### config.mk
export PLATFORM = sky130hd
export DESIGN_NAME = mem_stage_access
export DESIGN_NICKNAME = d
export VERILOG_FILES = /design/src/rtl/mips_pipe_pkg.sv /design/src/rtl/mem_wb_reg.sv /design/src/rtl/mem_stage_access.sv
export SDC_FILE = /design/constraint.sdc
export NUM_CORES = 1
export LEC_CHECK = 0
export BUFFER_PORTS_ARGS = -buffer_cell sky130_fd_sc_hd__clkbuf_2
export CORE_AREA = 4 4 149 151
export CTS_CLUSTER_DIAMETER = 200
export CTS_CLUSTER_SIZE = 40
export DETAILED_ROUTE_END_ITERATION = 12
export DIE_AREA = 0 0 153 155
export HOLD_SLACK_MARGIN = 0.06
export PLACE_DENSITY = 0.69
export SLEW_MARGIN = 15
export SYNTH_ARGS = -nofsm -noshare
export SYNTH_HDL_FRONTEND = slang
export SYNTH_SLANG_ARGS = --single-unit
### constraint.sdc
create_clock -name clk -period 2.41 [get_ports clk]
set_input_delay 0 -clock clk [delete_from_list [all_inputs] [get_ports clk]]
set_output_delay 0 -clock clk [all_outputs]
set_load 0.01 [all_outputs]
### src/rtl/mips_pipe_pkg.sv
// Shared pipeline definitions: EX/MEM and MEM/WB control-field bit positions,
// MEM-stage FSM encoding and IO bus address width.
package mips_pipe_pkg;

  localparam int WB_REGWRITE  = 0;
  localparam int WB_MEMTOREG  = 1;

  localparam int MEM_READ     = 0;
  localparam int MEM_WRITE    = 1;
  localparam int MEM_BRANCH   = 2;
  localparam int MEM_BRANCHNE = 3;

  localparam int IO_ADDR_W    = 8;

  typedef enum logic [1:0] {
    S_IDLE = 2'd0,
    S_BUSY = 2'd1,
    S_DONE = 2'd2,
    S_HALT = 2'd3
  } mem_state_t;

endpackage

### src/rtl/mem_wb_reg.sv
// MEM/WB pipeline register. A bubble clears the control bits and the halt
// marker while the data fields keep their previous contents.
module mem_wb_reg
  import mips_pipe_pkg::*;
(
  input  logic        clk,
  input  logic        reset,
  input  logic        i_bubble,
  input  logic [31:0] i_readdata,
  input  logic [31:0] i_result,
  input  logic [4:0]  i_wrreg,
  input  logic [1:0]  i_ctrl,
  input  logic        i_halt,
  output logic [31:0] o_readdata,
  output logic [31:0] o_result,
  output logic [4:0]  o_wrreg,
  output logic [1:0]  o_ctrl,
  output logic        o_halt
);

  logic [31:0] r_readdata, r_result;
  logic [4:0]  r_wrreg;
  logic [1:0]  r_ctrl;
  logic        r_halt;

  always_ff @(posedge clk or negedge reset) begin
    if (!reset) begin
      r_readdata <= '0;
      r_result   <= '0;
      r_wrreg    <= '0;
      r_ctrl     <= '0;
      r_halt     <= 1'b0;
    end else begin
      r_ctrl[WB_REGWRITE] <= i_ctrl[WB_REGWRITE] & ~i_bubble;
      r_ctrl[WB_MEMTOREG] <= i_ctrl[WB_MEMTOREG] & ~i_bubble;
      r_halt              <= i_halt & ~i_bubble;
      if (!i_bubble) begin
        r_readdata <= i_readdata;
        r_result   <= i_result;
        r_wrreg    <= i_wrreg;
      end
    end
  end

  assign o_readdata = r_readdata;
  assign o_result   = r_result;
  assign o_wrreg    = r_wrreg;
  assign o_ctrl     = r_ctrl;
  assign o_halt     = r_halt;

endmodule

### src/rtl/mem_stage_access.sv
// MEM-stage controller: runs data-memory / IO req-ack transactions, stalls the
// upstream pipe while one is open, resolves branches and feeds MEM/WB.
module mem_stage_access
  import mips_pipe_pkg::*;
#(
  parameter int IO_TIMEOUT = 64,
  parameter int CNT_W      = 7
) (
  input  logic                 clk,
  input  logic                 reset,
  input  logic [31:0]          ex_pc_off,
  input  logic                 ex_equal,
  input  logic [31:0]          ex_result,
  input  logic [31:0]          ex_outb,
  input  logic [4:0]           ex_wrreg,
  input  logic [1:0]           ex_wb,
  input  logic [3:0]           ex_mem,
  input  logic                 ex_ioinst,
  input  logic                 ex_halt,
  output logic                 dm_req,
  output logic                 dm_we,
  output logic [31:0]          dm_addr,
  output logic [31:0]          dm_wdata,
  input  logic [31:0]          dm_rdata,
  input  logic                 dm_ack,
  output logic                 io_req,
  output logic                 io_we,
  output logic [IO_ADDR_W-1:0] io_addr,
  output logic [31:0]          io_wdata,
  input  logic [31:0]          io_rdata,
  input  logic                 io_ack,
  output logic                 mem_stall,
  output logic                 pc_src,
  output logic [31:0]          pc_target,
  output logic                 io_timeout,
  output logic [31:0]          wb_readdata,
  output logic [31:0]          wb_result,
  output logic [4:0]           wb_wrreg,
  output logic [1:0]           wb_ctrl,
  output logic                 wb_halt
);

  mem_state_t       r_state;
  logic             r_io, r_dm_req, r_dm_we, r_io_req, r_io_we, r_tmo;
  logic [31:0]      r_addr, r_wdata, r_rdata;
  logic [CNT_W-1:0] r_cnt;

  logic             w_acc, w_ack, w_bubble;
  logic [CNT_W-1:0] w_cnt_nxt;

  assign w_acc     = ex_mem[MEM_READ] | ex_mem[MEM_WRITE];
  assign w_ack     = r_io ? io_ack : dm_ack;
  assign w_cnt_nxt = r_cnt + CNT_W'(1);

  // Decoded from state and acc only, so ack never reaches the stall net.
  assign mem_stall = (r_state == S_BUSY) || (r_state == S_HALT) ||
                     ((r_state == S_IDLE) && w_acc);
  assign pc_src    = (r_state != S_HALT) &&
                     ((ex_mem[MEM_BRANCH] && ex_equal) || (ex_mem[MEM_BRANCHNE] && !ex_equal));
  assign pc_target = ex_pc_off;
  assign w_bubble  = mem_stall || ((r_state == S_DONE) && r_tmo);

  always_ff @(posedge clk or negedge reset) begin
    if (!reset) begin
      r_state  <= S_IDLE;
      r_io     <= 1'b0;
      r_dm_req <= 1'b0;
      r_dm_we  <= 1'b0;
      r_io_req <= 1'b0;
      r_io_we  <= 1'b0;
      r_tmo    <= 1'b0;
      r_addr   <= '0;
      r_wdata  <= '0;
      r_rdata  <= '0;
      r_cnt    <= '0;
    end else begin
      r_tmo <= 1'b0;
      case (r_state)
        S_IDLE: begin
          if (w_acc) begin
            r_state  <= S_BUSY;
            r_io     <= ex_ioinst;
            r_dm_req <= ~ex_ioinst;
            r_dm_we  <= ~ex_ioinst & ex_mem[MEM_WRITE];
            r_io_req <= ex_ioinst;
            r_io_we  <= ex_ioinst & ex_mem[MEM_WRITE];
            r_addr   <= ex_result;
            r_wdata  <= ex_outb;
            r_cnt    <= '0;
          end else if (ex_halt) begin
            r_state <= S_HALT;
          end
        end
        S_BUSY: begin
          if (w_ack) begin
            r_rdata  <= r_io ? io_rdata : dm_rdata;
            r_dm_req <= 1'b0;
            r_dm_we  <= 1'b0;
            r_io_req <= 1'b0;
            r_io_we  <= 1'b0;
            r_state  <= S_DONE;
          end else if (r_io) begin
            r_cnt <= w_cnt_nxt;
            // Abort a silent IO device; DONE then writes a bubble.
            if (w_cnt_nxt == CNT_W'(IO_TIMEOUT)) begin
              r_io_req <= 1'b0;
              r_io_we  <= 1'b0;
              r_tmo    <= 1'b1;
              r_state  <= S_DONE;
            end
          end
        end
        S_DONE:  r_state <= S_IDLE;
        default: r_state <= S_HALT;
      endcase
    end
  end

  assign dm_req     = r_dm_req;
  assign dm_we      = r_dm_we;
  assign dm_addr    = {r_addr[31:2], 2'b00};
  assign dm_wdata   = r_wdata;
  assign io_req     = r_io_req;
  assign io_we      = r_io_we;
  assign io_addr    = r_addr[IO_ADDR_W-1:0];
  assign io_wdata   = r_wdata;
  assign io_timeout = r_tmo;

  mem_wb_reg u_mem_wb (
    .clk        (clk),
    .reset      (reset),
    .i_bubble   (w_bubble),
    .i_readdata (r_rdata),
    .i_result   (ex_result),
    .i_wrreg    (ex_wrreg),
    .i_ctrl     (ex_wb),
    .i_halt     (ex_halt),
    .o_readdata (wb_readdata),
    .o_result   (wb_result),
    .o_wrreg    (wb_wrreg),
    .o_ctrl     (wb_ctrl),
    .o_halt     (wb_halt)
  );

endmodule
==> results_dict.tcl, run 1 <==
set metrics [dict create \
    status "complete, no violations" \
    place.gp.congestion 0.8700 \
    rsz0062_at_grt "no" \
    grt_pass1_wl_microns 35580 \
    relSlewSlack_pct 48.33 \
    worstPathRequired_ns 2.69 \
    ctsResizeCount 0 \
    via_per_inst 4.621 \
    vias 6058 \
    fin_tns_setup_ns 0 \
    path_class "reg2reg" \
    slew_viol_final 0 \
    grt_pass1_vias 6353 \
    fmax_mhz 490.8 \
    synthDistinctLibCells 40 \
    cp.arrival_ns 2.32 \
    synth_top_area_share_pct 56.18 \
    cts_sinks 183 \
    cp-start-kind "register" \
    clock_path_buffers 2 \
    final_util_pct 57.32 \
    async_reset_ff_share_pct 100.0 \
    cp_max_fo 33 \
    p_int_mw 4.765 \
    die_area_sq_um 23720 \
    post-cts-setup-buffers 0 \
    fill_cells 1630 \
    yosys-top-cells-count "183 x dfrtp_1, 73 x buf_4, 67 x mux2_2, 67 x mux2_4, 43 x o21ai_0" \
    seq_area_frac_synth_pct 56.18 \
    cts_buffers 17 \
    drc_errors 0 \
    layout_worst_path_cycle_share_pct 84.55 \
    die_h_microns 155 \
    netlist_top_cells_area "dfrtp_1 56%, mux2_4 12%, mux2_2 9.3%, buf_4 6.7%, mux2i_1 4.2%" \
    cp_cell_sequence "buf_4 -> mux2i_1 -> dlygate4sd3_1 -> o21ai_0" \
    finalHoldViolCount 0 \
    cp_slowest_cell "dlygate4sd3_1" \
    path_clk_slew_ns 0.07 \
    cts-root-buf "clkbuf_16" \
    combPwrFrac_pct 7.6 \
    ys.warnings.count 0 \
    synth_top_cell_by_area "dfrtp_1" \
    final_area_sq_um 11940 \
    critPathBufInv 2 \
    synth-seq-cells 183 \
    wl_microns 22670 \
    drtIter0Drc 251 \
    avgSynthCellArea_sq_um 13.82 \
    clk_latency_ns 0.43 \
    rows 53 \
    antenna_left 0 \
    drt_pass1_iterations 4 \
    syn_to_final_growth_pct 46.42 \
    antenna_found_initial 1 \
    grt_usage_pct 18.81 \
    power_frac_clock_pct 43.9 \
    yosysMostFrequentCell "dfrtp_1" \
    power.ir.vdd_worst_v 0.0004042 \
    core_sq_um 20820 \
    max-cap-violations 0 \
    p_seq_share_pct 48.5 \
    power.density_nw_per_um2 529.9 \
    end_kind "register" \
    synthesis.area_sq_um 8152 \
    die_w_microns 153 \
    nets 1205 \
    pin_count 393 \
    start_util_pct 39.15 \
    grt_max_degree 71 \
    power.leakage_nw 6.509 \
    reg2regPathDepth 4 \
    routedWlPerCell_microns 17.29 \
    critPathMaxStageDelay_ns 0.61 \
    synth-edff-count 0 \
    hpwl_microns 15210 \
    final-setup-viol-count 0 \
    io_buffers 326 \
    cts-htree-levels 4 \
    power_switching_mw 1.560 \
    p_sw_share_pct 24.66 \
    whs_ns 0.1474 \
    worst_pin_slew_ns 0.7670 \
    cp_num_cells 4 \
    critPathTopFamily "buffers and inverters" \
    hp-class "in2async" \
    ys.flop_type "dfrtp_1" \
    placed_cell_area_sq_um 9587 \
    synthCells 590 \
    drive_gt1_share_pct 48.99 \
    finClkSkew_ns 0.01920 \
    overflow 0 \
    min_period_ns 2.038 \
    cts_tree "yes" \
]
## metal layers
layer / vias to the layer above / global-route usage (%) / part of all wire (%)
li1: 2833 / - / -
met2: 276 / 33.15 / 51
met1: 2914 / 22.44 / 40
met5: - / 0 / 0
met4: 0 / 6.619 / 2.8
met3: 35 / 4.812 / 6.5
## layout make-up
type	count	area, sq um	area share, %
Sequential cell	183	4581	38.38
Timing Repair Buffer	511	3527	29.55
Multi-Input combinational cell	303	2854	23.91
Clock buffer	17	425.4	3.564
Tap cell	275	344.1	2.883
Clock inverter	15	178.9	1.499
Inverter	6	22.52	0.1887
Antenna cell	1	2.502	0.02097
## what timing repair did
action,in CTS,in global routing
setup endpoints to repair,0,0
hold buffers,174,0
hold endpoints to repair,323,0
## placed cells by master, fill, tap and decap left out, types with 6 or more instances in the layout
master         instances
buf_4                  6
clkbuf_16             17
clkbuf_2             325
dfrtp_1              182
dlygate4sd3_1        174
inv_1                  6
mux2_2                67
mux2_4                67
mux2i_1               34
nand2_1               40
nor2_1                 8
o21ai_0               43
## cells by family after synthesis
| group | share of synthesized area (%) |
|---|---|
| other cells | 0.04600 |
| simple gates | 3.438 |
| xor+xnor | 0.1075 |
| mux | 25.91 |
| compound gates | 4.482 |
| flops | 56.18 |
| buf+inv | 9.071 |
| fa+ha+maj | 0.7675 |
## power by group through the flow
stage / logic, mW / clock network, mW / registers, mW
5_1_grt: 0.525 / 3.00 / 3.07
4_1_cts: 0.475 / 2.86 / 3.07
3_3_place_gp: 0.233 / 0 / 3.13
2_1_floorplan: 0.0785 / 0 / 3.13
3_5_place_dp: 0.232 / 0 / 3.13
6_report: 0.480 / 2.78 / 3.07
## sequential cells by signal, summed over array words and instances (netlist names), 2 cells and up
register	flops
dm_wdata	32
r_addr	32
r_cnt	7
r_rdata	32
r_state	2
u_mem_wb.o_ctrl	2
u_mem_wb.o_readdata	32
u_mem_wb.o_result	32
u_mem_wb.o_wrreg	5
## worst paths after layout
check	start	end	slack, ns
worst min register to register	r_rdata[20]	r_rdata[20]	0.48
worst max register to register	r_io	r_rdata[17]	0.37
min in group clk	ex_outb[20]	dm_wdata[20]	0.33
max in group asynchronous	reset	r_io	1.55
worst max-delay path	r_io	r_rdata[17]	0.37
worst min-delay path	reset	u_mem_wb.o_readdata[14]	0.15
## metrics by stage
step / instances / setup WS (ns) / power [mW]
3_3_place_gp: 1104 / 0.4103 / 3.361
6_report: 1311 / 0.3723 / 6.325
5_1_grt: 1311 / 0.2139 / 6.588
3_5_place_dp: 1104 / 0.3689 / 3.361
2_1_floorplan: 591 / 0.5742 / 3.208
4_1_cts: 1310 / 0.3699 / 6.406
Power figures use the tool's default switching activity.
==> run 2: changes to the inputs <==
- ABC_AREA: not set -> 1
- CORE_AREA: 4 4 149 151 -> 4 4 151 153
- DIE_AREA: 0 0 153 155 -> 0 0 155 157
- clock period: 2.41 -> 1.75 ns (I/O delays scaled with it)
==> results_dict.tcl, run 2 <==
set metrics [dict create \
    status "complete, no violations" \
    async_reset_ff_share_pct 100.0 \
    pin_count 393 \
    syn_to_final_growth_pct 52.15 \
    mostFrequentLayoutCell "clkbuf_2" \
    max-cap-violations 0 \
    wl_microns 25620 \
    relSlewSlack_pct 61.00 \
    cp-start-kind "register" \
    synth_top_area_share_pct 57.99 \
    ys.warnings.count 0 \
    cp_cell_sequence "ha_1 -> nor2_2 -> nand3_4 -> buf_12 -> clkbuf_16 -> mux2_2" \
    globalRouteMet2Util_pct 33.07 \
    hp-class "in2async" \
    path_class "reg2reg" \
    fill_cells 1762 \
    die_h_microns 157 \
    final-setup-viol-count 0 \
    yosys-top-cells-count "258 x nand2_1, 183 x dfrtp_1, 73 x buf_4" \
    grt_pass1_wl_microns 38990 \
    cts_buffers 17 \
    use_met1_pct 25.18 \
    io_buffers 326 \
    fmax_mhz 587.7 \
    mostFrequentLayoutCells "325 x clkbuf_2, 255 x nand2_1, 183 x dfrtp_1, 173 x dlygate4sd3_1, 59 x o21ai_0" \
    synth-edff-count 0 \
    cts_sinks 183 \
    placed_cell_area_sq_um 9417 \
    rows 54 \
    start_util_pct 36.64 \
    clk_latency_ns 0.42 \
    grt-busiest-layer "met2" \
    worstPathRequired_ns 2.07 \
    die_area_sq_um 24340 \
    synthCells 826 \
    end_kind "register" \
    path_clk_slew_ns 0.08 \
    yosysMostFrequentCell "nand2_1" \
    dp.cells 1344 \
    finalHoldViolCount 0 \
    layout_worst_path_cycle_share_pct 97.23 \
    slew_viol_final 0 \
    grt_usage_pct 19.96 \
    drt_pass1_iterations 5 \
    worst_pin_slew_ns 0.5850 \
    antenna_found_initial 0 \
    power.density_nw_per_um2 1783 \
    drive_gt1_share_pct 34.87 \
    cp.arrival_ns 2.02 \
    hpwl_microns 14940 \
    critPathMaxStageDelay_ns 0.43 \
    netlist_top_cells_area "dfrtp_1 58%, nand2_1 12%, buf_4 6.9%, mux2_2 5.3%, o21ai_0 3.9%" \
    seq_area_frac_synth_pct 57.99 \
    ys.flop_type "dfrtp_1" \
    synthesis.area_sq_um 7896 \
    nets 1452 \
    reg2reg_slack_ns 0.05 \
    synth_top_cell_by_area "dfrtp_1" \
    synth-seq-cells 183 \
    finClkSkew_ns 0.01420 \
    cts-htree-levels 4 \
    overflow 0 \
    p_int_mw 12.75 \
    drc_errors 0 \
    power.ir.vdd_worst_v 0.0007760 \
    antenna_left 0 \
    avgSynthCellArea_sq_um 9.560 \
    grt_pass1_vias 7513 \
    die_w_microns 155 \
    cp_max_fo 12 \
    clock_path_buffers 2 \
    vias 7410 \
    cts_tree "yes" \
    power.leakage_nw 6.215 \
    synthDistinctLibCells 27 \
    routedWlPerCell_microns 16.39 \
    power_switching_mw 8.672 \
    instances_no_fill 1563 \
    combPwrFrac_pct 47.1 \
    core_sq_um 21550 \
    final_area_sq_um 12010 \
    grt_max_degree 65 \
    cp_slowest_cell "dfrtp_1" \
    use_met3_pct 5.472 \
    p_seq_share_pct 35.6 \
    power_frac_clock_pct 17.3 \
    p_sw_share_pct 40.49 \
    min_period_ns 1.701 \
    place.gp.congestion 0.8359 \
    drtIter0Drc 507 \
    via_per_inst 4.741 \
    cts-root-buf "clkbuf_16" \
]
-- run 2: cell types whose count changed in the layout (fill, tap and decap cells not counted), moves of 5 or more --
cell,change
a31oi_1,+31
buf_4,+13
inv_1,+47
inv_6,+5
mux2_2,-30
mux2_4,-67
mux2i_1,-33
nand2_1,+215
nand3_1,+6
nor2_1,+36
o21ai_0,+16
o21ai_1,+12
-- run 2: worst max-delay path: cells and delay by family, from the launching register on --
| kind | cells | cell delay, ns |
|---|---|---|
| buffers and inverters | 2 | 0.34 |
| muxes | 1 | 0.28 |
| and+or+nand+nor | 2 | 0.29 |
| DFF | 1 | 0.43 |
| adders and majority gates | 1 | 0.25 |
-- run 2: cells by family (layout without fill, tap and decap cells) --
family,Yosys count,after routing,share of synthesized area (%)
fa+ha+maj,5,5,0.7923
mux,38,38,5.403
compound gates,113,113,8.002
other cells,1,3,0.04749
simple gates,319,319,15.47
buf+inv,167,622,12.30
flops,183,183,57.99
-- run 2: stage by stage --
stage	setup TNS [ns]	setup slack (ns)	util (%)	total power, mW	hold slack, ns
4_1_cts	0	0.01978	54.83	20.85	0.09630
6_report	0	0.04853	55.74	21.42	0.1071
3_3_place_gp	0	0.1037	43.69	16.11	0.00006862
5_1_grt	-0.09152	-0.03338	55.73	22.93	0.1638
2_1_floorplan	0	0.1531	-	13.25	-0.2956
3_5_place_dp	0	0.06929	43.69	16.40	0.00006862
-- run 2: path summary, 6_finish.rpt --
check	start	endpoint	depth (start not counted)
worst max-delay path	r_state[0]	u_mem_wb.o_readdata[31]	6
worst min-delay path	reset	u_mem_wb.o_result[11]	2
worst max register to register	r_state[0]	u_mem_wb.o_readdata[31]	6
worst min register to register	r_addr[18]	r_addr[18]	2
max in group asynchronous	reset	r_rdata[22]	3
min in group clk	dm_ack	dm_req	4
-- run 2: power groups by stage --
stage / sequential [mW] / clock (mW) / combinational (mW)
2_1_floorplan: 8.11 / 0 / 5.13
3_3_place_gp: 7.59 / 0 / 8.52
3_5_place_dp: 7.64 / 0 / 8.76
4_1_cts: 7.58 / 3.81 / 9.46
5_1_grt: 7.88 / 3.97 / 11.1
6_report: 7.63 / 3.70 / 10.1
-- run 2: area by class of cell --
class                   instances  area [sq um]  share of cell area (%)
diodes                          1         2.502                 0.02083
flip-flops and latches        183          4579                   38.12
multi-input cells             477          2422                   20.16
inverters                      56         210.2                   1.750
well taps                     280         350.3                   2.916
repair buffers                534          3890                   32.38
clock buffers                  17         425.4                   3.541
clock inverters                15         133.9                   1.114
-- run 2: layer usage --
metal | routed length, microns | share of wire, %
met4 | 642 | 2.5
met5 | 0 | 0
met2 | 12620 | 49
met1 | 10020 | 39
met3 | 2328 | 9.1
-- run 2: timing repair --
| item | in CTS | in global routing |
|---|---|---|
| pin swaps | 1 | 5 |
| endpoints found under the setup margin | 1 | 82 |
| buffers inserted | 0 | 6 |
| hold buffers | 173 | 0 |
| hold endpoints to repair | 359 | 0 |
| gates cloned | 3 | 4 |
| resized for setup | 2 | 14 |
